### src/rtl/keyfifo.sv
`timescale 1ns/1ps
// keyfifo: keypad front end for the lander console.
// The raw key levels pass through a two-flop synchroniser, a lowest-index
// priority encoder, and a debounce FSM that produces one push per press.
// The pushed codes are held in a show-ahead FIFO until the consumer pops them.
//
// Ports
//   clk        system clock
//   rst        asynchronous active-low reset (0 resets, 1 runs)
//   keyin      raw asynchronous key levels, 1 = pressed
//   pop        consumer acknowledge of the head entry
//   ovf_clr    synchronous clear of the sticky overflow flag
//   code       key index at the FIFO head, 0 when empty
//   valid      FIFO not empty
//   count      number of entries held, 0..DEPTH
//   overflow   sticky: a press was dropped because the FIFO was full
//   dbg_state  current debounce FSM state (IDLE=0, CHK=1, HELD=2, REL=3)
//
// Handshake: valid/code form the producer side of a show-ahead stream, and
// pop is its ready. An entry transfers on a clk edge where valid=1 and
// pop=1; pop while valid=0 has no effect. The next entry (if any) appears
// on code right after the transfer edge.
module keyfifo #(
  parameter int NKEYS    = 20,
  parameter int DEBOUNCE = 2,
  parameter int DEPTH    = 4,
  localparam int CW      = $clog2(NKEYS),
  localparam int AW      = $clog2(DEPTH)
) (
  input  logic             clk,
  input  logic             rst,
  input  logic [NKEYS-1:0] keyin,
  input  logic             pop,
  input  logic             ovf_clr,
  output logic [CW-1:0]    code,
  output logic             valid,
  output logic [AW:0]      count,
  output logic             overflow,
  output logic [1:0]       dbg_state
);

  localparam int CNTW = $clog2(DEBOUNCE + 1);

  typedef enum logic [1:0] {IDLE = 2'd0, CHK = 2'd1, HELD = 2'd2, REL = 2'd3} state_e;

  // Synchroniser
  logic [NKEYS-1:0] s1_q, s2_q;

  always_ff @(posedge clk or negedge rst) begin
    if (!rst) begin
      s1_q <= '0;
      s2_q <= '0;
    end else begin
      s1_q <= keyin;
      s2_q <= s1_q;
    end
  end

  // Priority encoder: the downward loop leaves the lowest set index last.
  logic [CW-1:0] pcode;
  logic          any;

  always_comb begin
    pcode = '0;
    for (int i = NKEYS - 1; i >= 0; i--) begin
      if (s2_q[i]) pcode = CW'(i);
    end
    any = |s2_q;
  end

  // Debounce FSM
  state_e          state_q, state_d;
  logic [CNTW-1:0] cnt_q, cnt_d, cnt_inc;
  logic [CW-1:0]   lcode_q, lcode_d;
  logic            push;
  logic [CW-1:0]   push_code;

  assign cnt_inc = cnt_q + CNTW'(1);

  always_comb begin
    state_d   = state_q;
    cnt_d     = cnt_q;
    lcode_d   = lcode_q;
    push      = 1'b0;
    push_code = lcode_q;
    case (state_q)
      IDLE: begin
        if (any) begin
          lcode_d = pcode;
          cnt_d   = CNTW'(1);
          if (DEBOUNCE == 1) begin
            push      = 1'b1;
            push_code = pcode;
            state_d   = HELD;
          end else begin
            state_d = CHK;
          end
        end
      end
      CHK: begin
        if (any && (pcode == lcode_q)) begin
          cnt_d = cnt_inc;
          if (cnt_inc == CNTW'(DEBOUNCE)) begin
            push    = 1'b1;
            state_d = HELD;
          end
        end else begin
          state_d = IDLE;
        end
      end
      HELD: begin
        // No auto-repeat; extra keys added while held are ignored.
        if (!any) begin
          cnt_d   = CNTW'(1);
          state_d = (DEBOUNCE == 1) ? IDLE : REL;
        end
      end
      REL: begin
        if (!any) begin
          cnt_d = cnt_inc;
          if (cnt_inc == CNTW'(DEBOUNCE)) state_d = IDLE;
        end else begin
          // Release bounce: go back to HELD without a new push.
          state_d = HELD;
        end
      end
      default: state_d = IDLE;
    endcase
  end

  always_ff @(posedge clk or negedge rst) begin
    if (!rst) begin
      state_q <= IDLE;
      cnt_q   <= '0;
      lcode_q <= '0;
    end else begin
      state_q <= state_d;
      cnt_q   <= cnt_d;
      lcode_q <= lcode_d;
    end
  end

  assign dbg_state = state_q;

  // Show-ahead FIFO
  logic [CW-1:0] mem [DEPTH];
  logic [AW-1:0] rptr_q, rptr_d, wptr_q, wptr_d;
  logic [AW:0]   count_q, count_d;
  logic          ovf_q, ovf_d;
  logic          full, pop_eff, push_ok, drop;

  assign full    = (count_q == (AW+1)'(DEPTH));
  assign valid   = (count_q != '0);
  assign pop_eff = pop & valid;
  // A pop on the same edge frees the slot, so a push into a full FIFO still lands.
  assign push_ok = push & (~full | pop_eff);
  assign drop    = push & full & ~pop_eff;

  always_comb begin
    rptr_d  = rptr_q;
    wptr_d  = wptr_q;
    count_d = count_q;
    ovf_d   = ovf_q;
    if (push_ok) wptr_d = wptr_q + AW'(1);
    if (pop_eff) rptr_d = rptr_q + AW'(1);
    case ({push_ok, pop_eff})
      2'b10:   count_d = count_q + (AW+1)'(1);
      2'b01:   count_d = count_q - (AW+1)'(1);
      default: count_d = count_q;
    endcase
    // Set wins over clear on the same edge.
    if (drop)         ovf_d = 1'b1;
    else if (ovf_clr) ovf_d = 1'b0;
  end

  always_ff @(posedge clk or negedge rst) begin
    if (!rst) begin
      rptr_q  <= '0;
      wptr_q  <= '0;
      count_q <= '0;
      ovf_q   <= 1'b0;
    end else begin
      rptr_q  <= rptr_d;
      wptr_q  <= wptr_d;
      count_q <= count_d;
      ovf_q   <= ovf_d;
    end
  end

  // Storage needs no reset: entries are only visible while count covers them.
  always_ff @(posedge clk) begin
    if (push_ok) mem[wptr_q] <= push_code;
  end

  assign code     = valid ? mem[rptr_q] : '0;
  assign count    = count_q;
  assign overflow = ovf_q;

endmodule

### config.mk
export PLATFORM = sky130hd
export DESIGN_NAME = keyfifo
export DESIGN_NICKNAME = d
export VERILOG_FILES = /design/src/rtl/keyfifo.sv
export SDC_FILE = /design/constraint.sdc
export NUM_CORES = 1
export LEC_CHECK = 0
export CORE_ASPECT_RATIO = 0.5
export CORE_UTILIZATION = 50
export CTS_CLUSTER_SIZE = 16
export DETAILED_ROUTE_END_ITERATION = 16
export PLACE_DENSITY_LB_ADDON = 0.12
export SLEW_MARGIN = 20
export SYNTH_ARGS = -nofsm -noshare
export SYNTH_HDL_FRONTEND = slang
export SYNTH_SLANG_ARGS = --single-unit
### constraint.sdc
create_clock -name clk -period 5.7 [get_ports clk]
set_clock_uncertainty 0.1 [all_clocks]
set_input_delay 0.57 -clock clk [delete_from_list [all_inputs] [get_ports clk]]
set_output_delay 0.57 -clock clk [all_outputs]
set_load 0.005 [all_outputs]
-- Word level (Yosys, flattened, before mapping)
Memories as Yosys holds them, arrays and structs flattened.
Cells that the tools add are included.
- add/subtract/negate cells: 5
- eq/ne operators: 14
- bitwise operators: 7
- mux-type cells: 40
- reduce and logical (&&, ||, !) cells: 9
- operators with widths (kind ; count):
    $mux 5 ; 21
    $reduce_or 20->1 ; 1
    $mux 2 ; 9
    $pmux 2 s4 ; 2
    $eq 2x2->1 const B ; 4
    $ne 2x2->1 const B ; 4
    $reduce_and 4->1 ; 2
    $mux 1 ; 7
    $add 2x1->2 const B ; 3
    $ne 3x3->1 const B ; 2
    $pmux 3 s2 ; 1
    $eq 5x5->1 ; 1
    $and 1x1->1 ; 4
    $eq 2x1->1 const B ; 2
    $reduce_bool 2->1 ; 2
    $add 3x1->3 const B ; 1
    $eq 3x3->1 const B ; 1
    $reduce_bool 3->1 ; 1
    $sub 3x1->3 const B ; 1
    $logic_not 2->1 ; 1
    $not 1->1 ; 2
    $reduce_and 2->1 ; 1
    $logic_and 1x1->1 ; 1
    $or 1x1->1 ; 1
- input port bits: 24
- RAM bits: 20
- word-level logic and storage cells: 85
- flip-flop bits (word level): 57
- output and inout bits: 12
- memories kept: 1
- memory list (memory ; words ; width ; rd ports ; clocked after memory_dff ; wr ports ; RTL line ; RTL):
    mem ; 4 ; 5 ; 1 ; 0 ; 1 ; 146 ; logic [CW-1:0] mem [DEPTH];

-- Depth between registers and ports, before layout
Gate-level depths: netlist of run 1.
- depth in word-level cells: 27
- mapped depth: 13
- gate-level depth less buffers: 11

-- Worst setup path before layout of run 1
Ideal clock, no wire load.
- path kind: flip-flop to flip-flop
- start point: register s2_q[2]
- end point: register count_q[2] (netlist: count[2])
- arrival time: 3.340 ns
- path buffers: 2
- path slack: 2.174 ns
- stages on the path, launching flop included: 14
- setup time: 0.087 ns
- period minus slack after synthesis: 3.526 ns
- data required time: 5.513 ns
- path through: dfrtp_1 -> or4_1 -> buf_2 -> nand4bb_4 -> o32ai_1 -> o211ai_1 -> nor3_4 -> and3_1 -> buf_6 -> nor2_1 -> fa_1 -> or4_1 -> mux2_2 -> o211ai_1
- longest elaborated chain between the ends: 10
- elaborated cells on any way between the ends: 13
- classes of those cells: eq/ne (3); mux (6); bitwise (1); reduce/logical (3)
- RTL lines (what ; RTL line ; RTL):
    start, declared ; 47 ; logic [NKEYS-1:0] s1_q, s2_q;
    start signal, assigned ; 55 ; s2_q <= s1_q;
    $mux 5 (3 in a row) ; 66 ; if (s2_q[i]) pcode = CW'(i);
    $eq 5x5->1 ; 101 ; if (any && (pcode == lcode_q)) begin
    $logic_and 1x1->1 (*) ; 101 ;
    $mux 1 (*) ; 101 ;
    $mux 1 (*) ; 86 ; case (state_q)
    $and 1x1->1 (*) ; 156 ; assign push_ok = push & (~full | pop_eff);
    $eq 2x1->1 / $eq 2x2->1 (equally long branches) ; 166 ; case ({push_ok, pop_eff})
    $pmux 3 s2 / $reduce_bool 2->1 (equally long branches) ; - ;
    end signal, assigned ; 185 ; count_q <= count_d;
    end, declared ; 148 ; logic [AW:0] count_q, count_d;
Mark *: on every way between the ends. The rest lies on a longest branch, timed or not.
A chain may end at the register's enable or synchronous reset.

-- Final worst setup path of run 1
Ends and elaborated chain as after synthesis.

==> run summary, run 1 <==
The sequential share of the synthesized area is 0.643. The startpoint identified for the worst hold timing path is s1_q[5]. The leakage power is 1.57 nW. The kind of critical path is flop to flop. The synthesized design contains 77 register bits.

The number of routed nets with antenna violations is 0. The final setup violation count is 0. For the pin with the worst max-slew slack, the measured transition is 0.714 ns. The total area of sequential cells is 2030 um^2.

The final layout net count came out at 308. The overall via count from detail_route came out at 2002. The initial antenna violation count came out at 0. The pin count of the biggest net entering global routing came out at 58. Counting every net in the synthesized netlist gives between 200 and 300. The launch instance of the worst register-to-register path is s2_q[2]. The final weighted congestion of routability-driven global placement came out at 0.790.

The TritonCTS buffer count is 9. The area of placed instances came out at 3570 um^2. The count of fill cells added during filler insertion came out at 473. The final count of pins violating max slew came out at 0. The total global-route track usage came out at 0.192. The max-cap violation count is 0.

CTS built an H-tree with a depth of 3. STA classifies the critical path startpoint as a flop. Counting cells, the worst reg-to-reg path comes to 11. The path type of the worst min-delay path is flop to flop. The number of setup buffers added after CTS came out at 0. The worst path arrival time came out at approximately 4.1 ns. The effective utilization at floorplan came out at 0.518.

After synthesis, the share of flip-flops with an asynchronous set or reset is 0.740. The die area came out at 6640 um^2. The iteration-0 DRC count of the detailed router is about 180. The reg2reg setup slack is approximately 1.8 ns. The clock passes through at most 2 buffers. The root buffer cell chosen for the clock tree is sky130_fd_sc_hd__clkbuf_16. The peak clock frequency supported by timing is 253 MHz. The via density per instance is approximately 5.4. Hold repair after CTS inserted 0 buffers. After layout, the worst setup slack is 1.75 ns.

The worst-path maximum fanout came out at 9. Adding up every negative setup slack in the final design gives 0 ns. The horizontal extent of the die came out at 114 um. The number of global-route vias before repair came out at ~1900.

Among all flip-flop cells after synthesis, the most frequent one is sky130_fd_sc_hd__dfrtp_1. Setup repair after global routing left no endpoint under its margin. Yosys mapped a number of flops with a built-in enable equal to 20.

Once detailed placement completed, the half-perimeter wirelength came to 3.94 mm. The cell count after synthesis came out at 239. The average wire per cell in the routed design came out at 15.0 um. 0 antenna diodes ended up in the layout. The number of design rule violations left after detail routing came out at 0. The vertical die dimension is 58.1 um. The number of placed instances, taps included, is about 360.

The design draws around 1.7 mW. The largest vdd supply drop came out at 0.000249 V. For the worst-skew pair, the clock arrives at the later sink with an insertion delay of approximately 0.33 ns. TritonCTS built the clock tree. The first global-routing pass estimated 9.08 mm of wire.

The area of the multi-input gates is 1040 um^2. The remaining max-slew budget at the tightest pin came out at 0.520. The worst hold path passes through 0 cells. The Yosys warning count came out at 0. The core region is 6080 um^2. The power density over the cells came out at ~450 nW/um^2. The path with the worst hold slack has its endpoint at s2_q[5]. The cell row count came out at 20. The remaining global-route overflow came out at 0. The post-route fraction of the period consumed by the critical path is 0.692. The finished layout holds 371 standard cells, fillers aside. The shortest clock period the worst path allows after layout came out at 3.95 ns. Clock-pin slew was measured on the worst setup and hold paths at 0.06 ns. The total clock sinks came out at 77. The routed wire length came out at 5.58 mm. The fraction of layout cells with a size suffix above 1 came out at 0.0989. The number of search-and-repair iterations in the first detailed-routing pass came out at 7. Timing analysis after detailed placement gives a worst setup slack of about 1.8 ns. The number of failing hold endpoints at the final stage came out at 0.

The flow ran to the end, and the final reports show no timing, DRC or antenna violations. The endpoint identified for the worst register-to-register timing path is count[2]. During I/O placement, the number of pins put on the boundary was 36.

The number of library cell types mapped by synthesis is 50. The post-route standard cell area excluding fillers is 3900 um^2. The number of buffers added on ports came out at 35. In this run the cell area of the synthesized design comes to 3150 um^2. The number of gates resized after CTS is 0.

The mean area per synthesized cell is approximately 13 um^2. STA puts the critical path data required time at 5.84 ns. STA classifies the critical path endpoint as a flop. Compared with the post-synthesis result, the final layout area differs by 23.7%.
==> synthesized netlist by cell type, drive strengths merged (2+ instances only) <==
library cell | instances | area share
a221oi | 3 | 0.0083
and2 | 5 | 0.0099
mux4 | 5 | 0.036
inv | 12 | 0.014
mux2 | 3 | 0.012
xnor2 | 4 | 0.011
nand3 | 7 | 0.011
nand2 | 15 | 0.019
clkbuf | 5 | 0.0060
edfxtp | 20 | 0.19
o221ai | 2 | 0.0056
or4 | 5 | 0.012
and3 | 6 | 0.012
o21ai | 4 | 0.0064
a21oi | 8 | 0.013
ha | 5 | 0.020
nor3 | 2 | 0.0068
a311o | 3 | 0.0095
buf | 3 | 0.0064
nor3b | 4 | 0.0095
or3 | 3 | 0.0060
dfrtp | 57 | 0.45
o211ai | 5 | 0.012
nor2 | 23 | 0.027
nor4 | 4 | 0.0099
a31oi | 2 | 0.0040
nand2b | 2 | 0.0040
o31ai | 7 | 0.017
==> metal layers <==
layer | up-vias | GRT usage | part of all wire
met3 | 4 | 0.0941 | 0.058
met4 | 0 | 0.0408 | 0.0034
met2 | 62 | 0.300 | 0.47
met1 | 976 | 0.245 | 0.47
li1 | 960 | - | -
met5 | - | 0 | 0
==> final cells by class <==
cell class,instances,share of cell area
multi-input cells,142,0.267
inverters,12,0.0116
flip-flops and latches,77,0.520
clock inverters,2,0.00931
well taps,88,0.0283
repair buffers,36,0.0906
clock buffers,14,0.0732
==> per-stage QoR <==
| stage | utilization | hold slack, ns |
|---|---|---|
| floorplan | - | 0.174 |
| global placement | 0.588 | 0.233 |
| detailed placement | 0.588 | 0.236 |
| CTS | 0.641 | 0.245 |
| global route | 0.641 | 0.255 |
| finish | 0.641 | 0.242 |
==> worst max-delay path, cell delays in order, from the launching register on <==
cell and delay (ns):
sky130_fd_sc_hd__dfrtp_1 0.43, sky130_fd_sc_hd__or4_1 0.63, sky130_fd_sc_hd__nand4bb_4 0.25, sky130_fd_sc_hd__o32ai_1 0.16, sky130_fd_sc_hd__o211ai_1 0.18, sky130_fd_sc_hd__nor3_4 0.30
sky130_fd_sc_hd__and3_1 0.43, sky130_fd_sc_hd__nor2_1 0.09, sky130_fd_sc_hd__fa_1 0.44, sky130_fd_sc_hd__or4_1 0.48, sky130_fd_sc_hd__mux2_2 0.27, sky130_fd_sc_hd__o211ai_1 0.09
==> flip-flops by register name (all words and copies together), names as in the netlist <==
name,cells
cnt_q,2
overflow,1
s1_q,20
lcode_q,5
count,3
wptr_q,2
s2_q,20
dbg_state,2
rptr_q,2
mem,20
==> cell usage in the layout, fill, tap and decap left out, types with 4 or more instances in the layout <==
master and n:
sky130_fd_sc_hd__a21oi_1 8, sky130_fd_sc_hd__and2_1 5, sky130_fd_sc_hd__and3_1 6, sky130_fd_sc_hd__clkbuf_16 10, sky130_fd_sc_hd__clkdlybuf4s50_1 34, sky130_fd_sc_hd__dfrtp_1 57
sky130_fd_sc_hd__edfxtp_1 20, sky130_fd_sc_hd__ha_1 5, sky130_fd_sc_hd__inv_1 12, sky130_fd_sc_hd__mux4_2 5, sky130_fd_sc_hd__nand2_1 14, sky130_fd_sc_hd__nand3_1 7
sky130_fd_sc_hd__nor2_1 23, sky130_fd_sc_hd__nor3b_1 4, sky130_fd_sc_hd__o211ai_1 5, sky130_fd_sc_hd__o21ai_0 4, sky130_fd_sc_hd__o31ai_1 7, sky130_fd_sc_hd__or4_1 5
sky130_fd_sc_hd__xnor2_1 4
==> cells by family (layout without fill, tap and decap cells) <==
| kind of cell | Yosys count | after routing | synth area share |
|---|---|---|---|
| buffers and inverters | 20 | 64 | 0.0266 |
| flip-flops | 77 | 77 | 0.643 |
| AND/OR/NAND/NOR | 82 | 82 | 0.147 |
| multiplexers | 8 | 8 | 0.0477 |
| XOR/XNOR | 4 | 4 | 0.0111 |
| adder cells (fa/ha/maj) | 6 | 6 | 0.0262 |
| AO/OA/AOI/OAI | 42 | 42 | 0.0977 |
==> power by group <==
group / internal [mW] / total [mW] / leakage, nW / switching (mW)
Sequential: 0.643 / 0.747 / 0.861 / 0.104
Clock: 0.390 / 0.590 / 0.159 / 0.200
Combinational: 0.230 / 0.404 / 0.546 / 0.174
==> worst max-delay path by stage <==
stage | startpoint | endpoint | slack [ns] | depth (start not counted)
floorplan | s2_q[2] | count[2] | 2.17 | 13
detailed placement | s2_q[2] | count[2] | 1.83 | 11
CTS | s2_q[2] | count[2] | 1.77 | 11
finish | s2_q[2] | count[2] | 1.75 | 11
global route | s2_q[2] | count[2] | 1.62 | 11
global placement | s2_q[2] | count[2] | 1.92 | 11
Note: power is estimated with default switching activity, not from simulation.
==> inputs of run 2 (changes only) <==
==> constraint.sdc (replaced) <==
create_clock -name clk -period 3.2 [get_ports clk]
set_clock_uncertainty 0.1 [all_clocks]
set_input_delay 0.32 -clock clk [delete_from_list [all_inputs] [get_ports clk]]
set_output_delay 0.32 -clock clk [all_outputs]
set_load 0.005 [all_outputs]
==> run summary, run 2 (same netlist as run 1, synthesis figures left out) <==
The final count of pins violating max slew is 0. The share of total power dissipated in combinational logic is 0.270. The relative contribution of the clock network to total power came out at 0.312. For this run the aggregate overflow at the end of global routing stands at 0. The buffer depth of the longest clock path is 2.

The run finished with clean final reports. The die covers 6640 um^2. The die is ~110 um wide. Internal power comes to around 2.3 mW.

The TritonCTS buffer count came out at 9. The iteration-0 DRC count of the detailed router came out at 87. Of all nets on the critical path, the largest fanout is 4.

In the final layout, the registers with the most flip-flops are mem (20), s1_q (20), s2_q (20). The vertical die dimension is 58.1 um. Leaving out fill and tap cells, the most frequent cell in the layout is sky130_fd_sc_hd__dfrtp_1. The leakage power came out at 1.72 nW. The worst path arrival time came out at 3.35 ns.

The overall via count from detail_route is 2137. The peak clock frequency supported by timing came out at 313 MHz. The count of buffers added on input and output ports is 35. Detailed placement ended at an HPWL of 4.16 mm.

The pin count of the biggest net entering global routing came out at 29. The required time at the worst-slack endpoint came out at 3.35 ns. The H-tree depth came out at 3. The largest vdd supply drop came out at between 0.0003 and 0.0004 V. Max-cap violations in this run came to 0. The number of routed nets with antenna violations came out at 0. The post-route standard cell area excluding fillers came out at 4210 um^2. The clock net in this run drives a total of 77 sinks.

The number of search-and-repair iterations in the first detailed-routing pass came out at 4. Once layout is complete, the utilization of the core stands at 0.692. The wire length of the first global-routing pass came out at 10.1 mm. The number of global-route vias before repair was 2112. In this run the worst hold path is classified as flop to flop. The clock latency on the worst-skew pair is between 0.3 and 0.4 ns. The library cells used most frequently in the layout, excluding fill and tap cells, are sky130_fd_sc_hd__dfrtp_1, sky130_fd_sc_hd__clkdlybuf4s50_1, sky130_fd_sc_hd__buf_4, sky130_fd_sc_hd__nor2_1, sky130_fd_sc_hd__edfxtp_1. The switching portion of total power came out at 0.288. Routability-driven placement finished with a final weighted congestion of 0.855. STA classifies the critical path endpoint as a flop. The average wire per cell in the routed design came out at 15.2 um. The fraction of layout cells with a size suffix above 1 is 0.244. The number of design rule violations left after detail routing came out at 0.

For this configuration, the core starts out at a cell density of 0.518. The placeable core area came out at between 6000 and 7000 um^2. Across all hold checks on the routed design, the worst slack comes to 0.242 ns. After the last flow step, the layout net total stands at 342.

The worst setup path is launched from a flop. The routed design has 6.14 mm of wire. The kind of critical path is flop to flop. TritonCTS built the clock tree. The total global-route track usage came out at 0.206. 36 I/O pins were placed. The power dissipated by switching net loads is roughly 0.91 mW. Of the available clock period, the critical path in the final layout requires 1.00.

For this design the ratio of total power to cell area is 752 nW/um^2. The remaining max-slew budget at the tightest pin is 0.680. The cell row count is 20. The cell chosen for the clock root is sky130_fd_sc_hd__clkbuf_16. The post-route setup TNS came out at 0 ns. Setup repair after global routing could not meet its margin everywhere. 0 antenna diodes ended up in the layout.

The area growth from synthesis to layout is 33.6%. The CTS clock-pin slew for the worst setup and hold paths came out at approximately 0.060 ns. The number of failing hold endpoints at the final stage was 0. The transition time at the pin with the least slew margin came out at 0.476 ns. The initial antenna violation count came out at 0.

The area of placed instances is approximately 3800 um^2. The via density per instance came out at 5.29. The final setup violation count is 0. The count of fill cells added during filler insertion came out at roughly 440. The routed design could run at a clock period as short as 3.20 ns.

The power share of the sequential group is 0.418.
-- run 2: final timing paths --
| kind | startpoint | slack (ns) | depth (start not counted) | endpoint |
|---|---|---|---|---|
| max in group asynchronous | rst | 1.99 | 3 | s1_q[4] |
| setup reg to reg | s2_q[6] | 0.000008 | 11 | count[2] |
| min in group asynchronous | rst | 0.34 | 2 | count[1] |
| hold / removal | s1_q[4] | 0.24 | 0 | s2_q[4] |
| setup / recovery | s2_q[6] | 0.000008 | 11 | count[2] |
| hold reg to reg | s1_q[4] | 0.24 | 0 | s2_q[4] |
-- run 2: final cells by class --
cell class	count	area, um^2	share of cell area
Clock buffer	10	233	0.0553
Clock inverter	5	58.8	0.0140
Inverter	12	45.0	0.0107
Multi-Input combinational cell	142	1120	0.267
Sequential cell	77	2030	0.482
Tap cell	88	110	0.0262
Timing Repair Buffer	70	611	0.145
-- run 2: metrics by stage --
stage          setup slack, ns  instances  total power [mW]
5_1_grt                 -0.133        404              3.34
2_1_floorplan           -0.299        239              1.77
3_5_place_dp            -0.173        379              2.14
6_report            0.00000755        404              3.16
3_3_place_gp           -0.0674        379              2.10
4_1_cts               -0.00834        400              3.17
-- run 2: repair_timing --
item,4_1_cts,5_1_grt
buffers inserted,5,4
resized for setup,14,10
hold buffers,1,0
pin swaps,9,2
setup endpoints to repair,2,22
endpoints found under the hold margin,15,0
-- run 2: critical path: stages, from the launching register on --
cell                        delay [ns]
sky130_fd_sc_hd__dfrtp_1          0.40
sky130_fd_sc_hd__or4_4            0.60
sky130_fd_sc_hd__nand4bb_4        0.23
sky130_fd_sc_hd__o32ai_2          0.10
sky130_fd_sc_hd__o211ai_1         0.15
sky130_fd_sc_hd__nor3_4           0.15
sky130_fd_sc_hd__and3_4           0.22
sky130_fd_sc_hd__nor2_2           0.05
sky130_fd_sc_hd__fa_2             0.38
sky130_fd_sc_hd__or4_1            0.40
sky130_fd_sc_hd__mux2_4           0.28
sky130_fd_sc_hd__o211ai_1         0.07
-- run 2: power by group through the flow --
stage / logic, mW / clock network, mW / registers [mW]
after detailed placement: 0.803 / 0 / 1.34
after global placement: 0.773 / 0 / 1.32
after floorplan: 0.496 / 0 / 1.27
final: 0.854 / 0.987 / 1.32
after global routing: 0.949 / 1.05 / 1.35
after CTS: 0.841 / 1.00 / 1.32
-- run 2: metal layers --
metal	track usage	share of wire	vias to the layer above
li1	-	-	1031
met1	0.254	0.45	1044
met2	0.354	0.50	55
met3	0.0575	0.047	7
met4	0.0761	0.011	0
met5	0	0	-
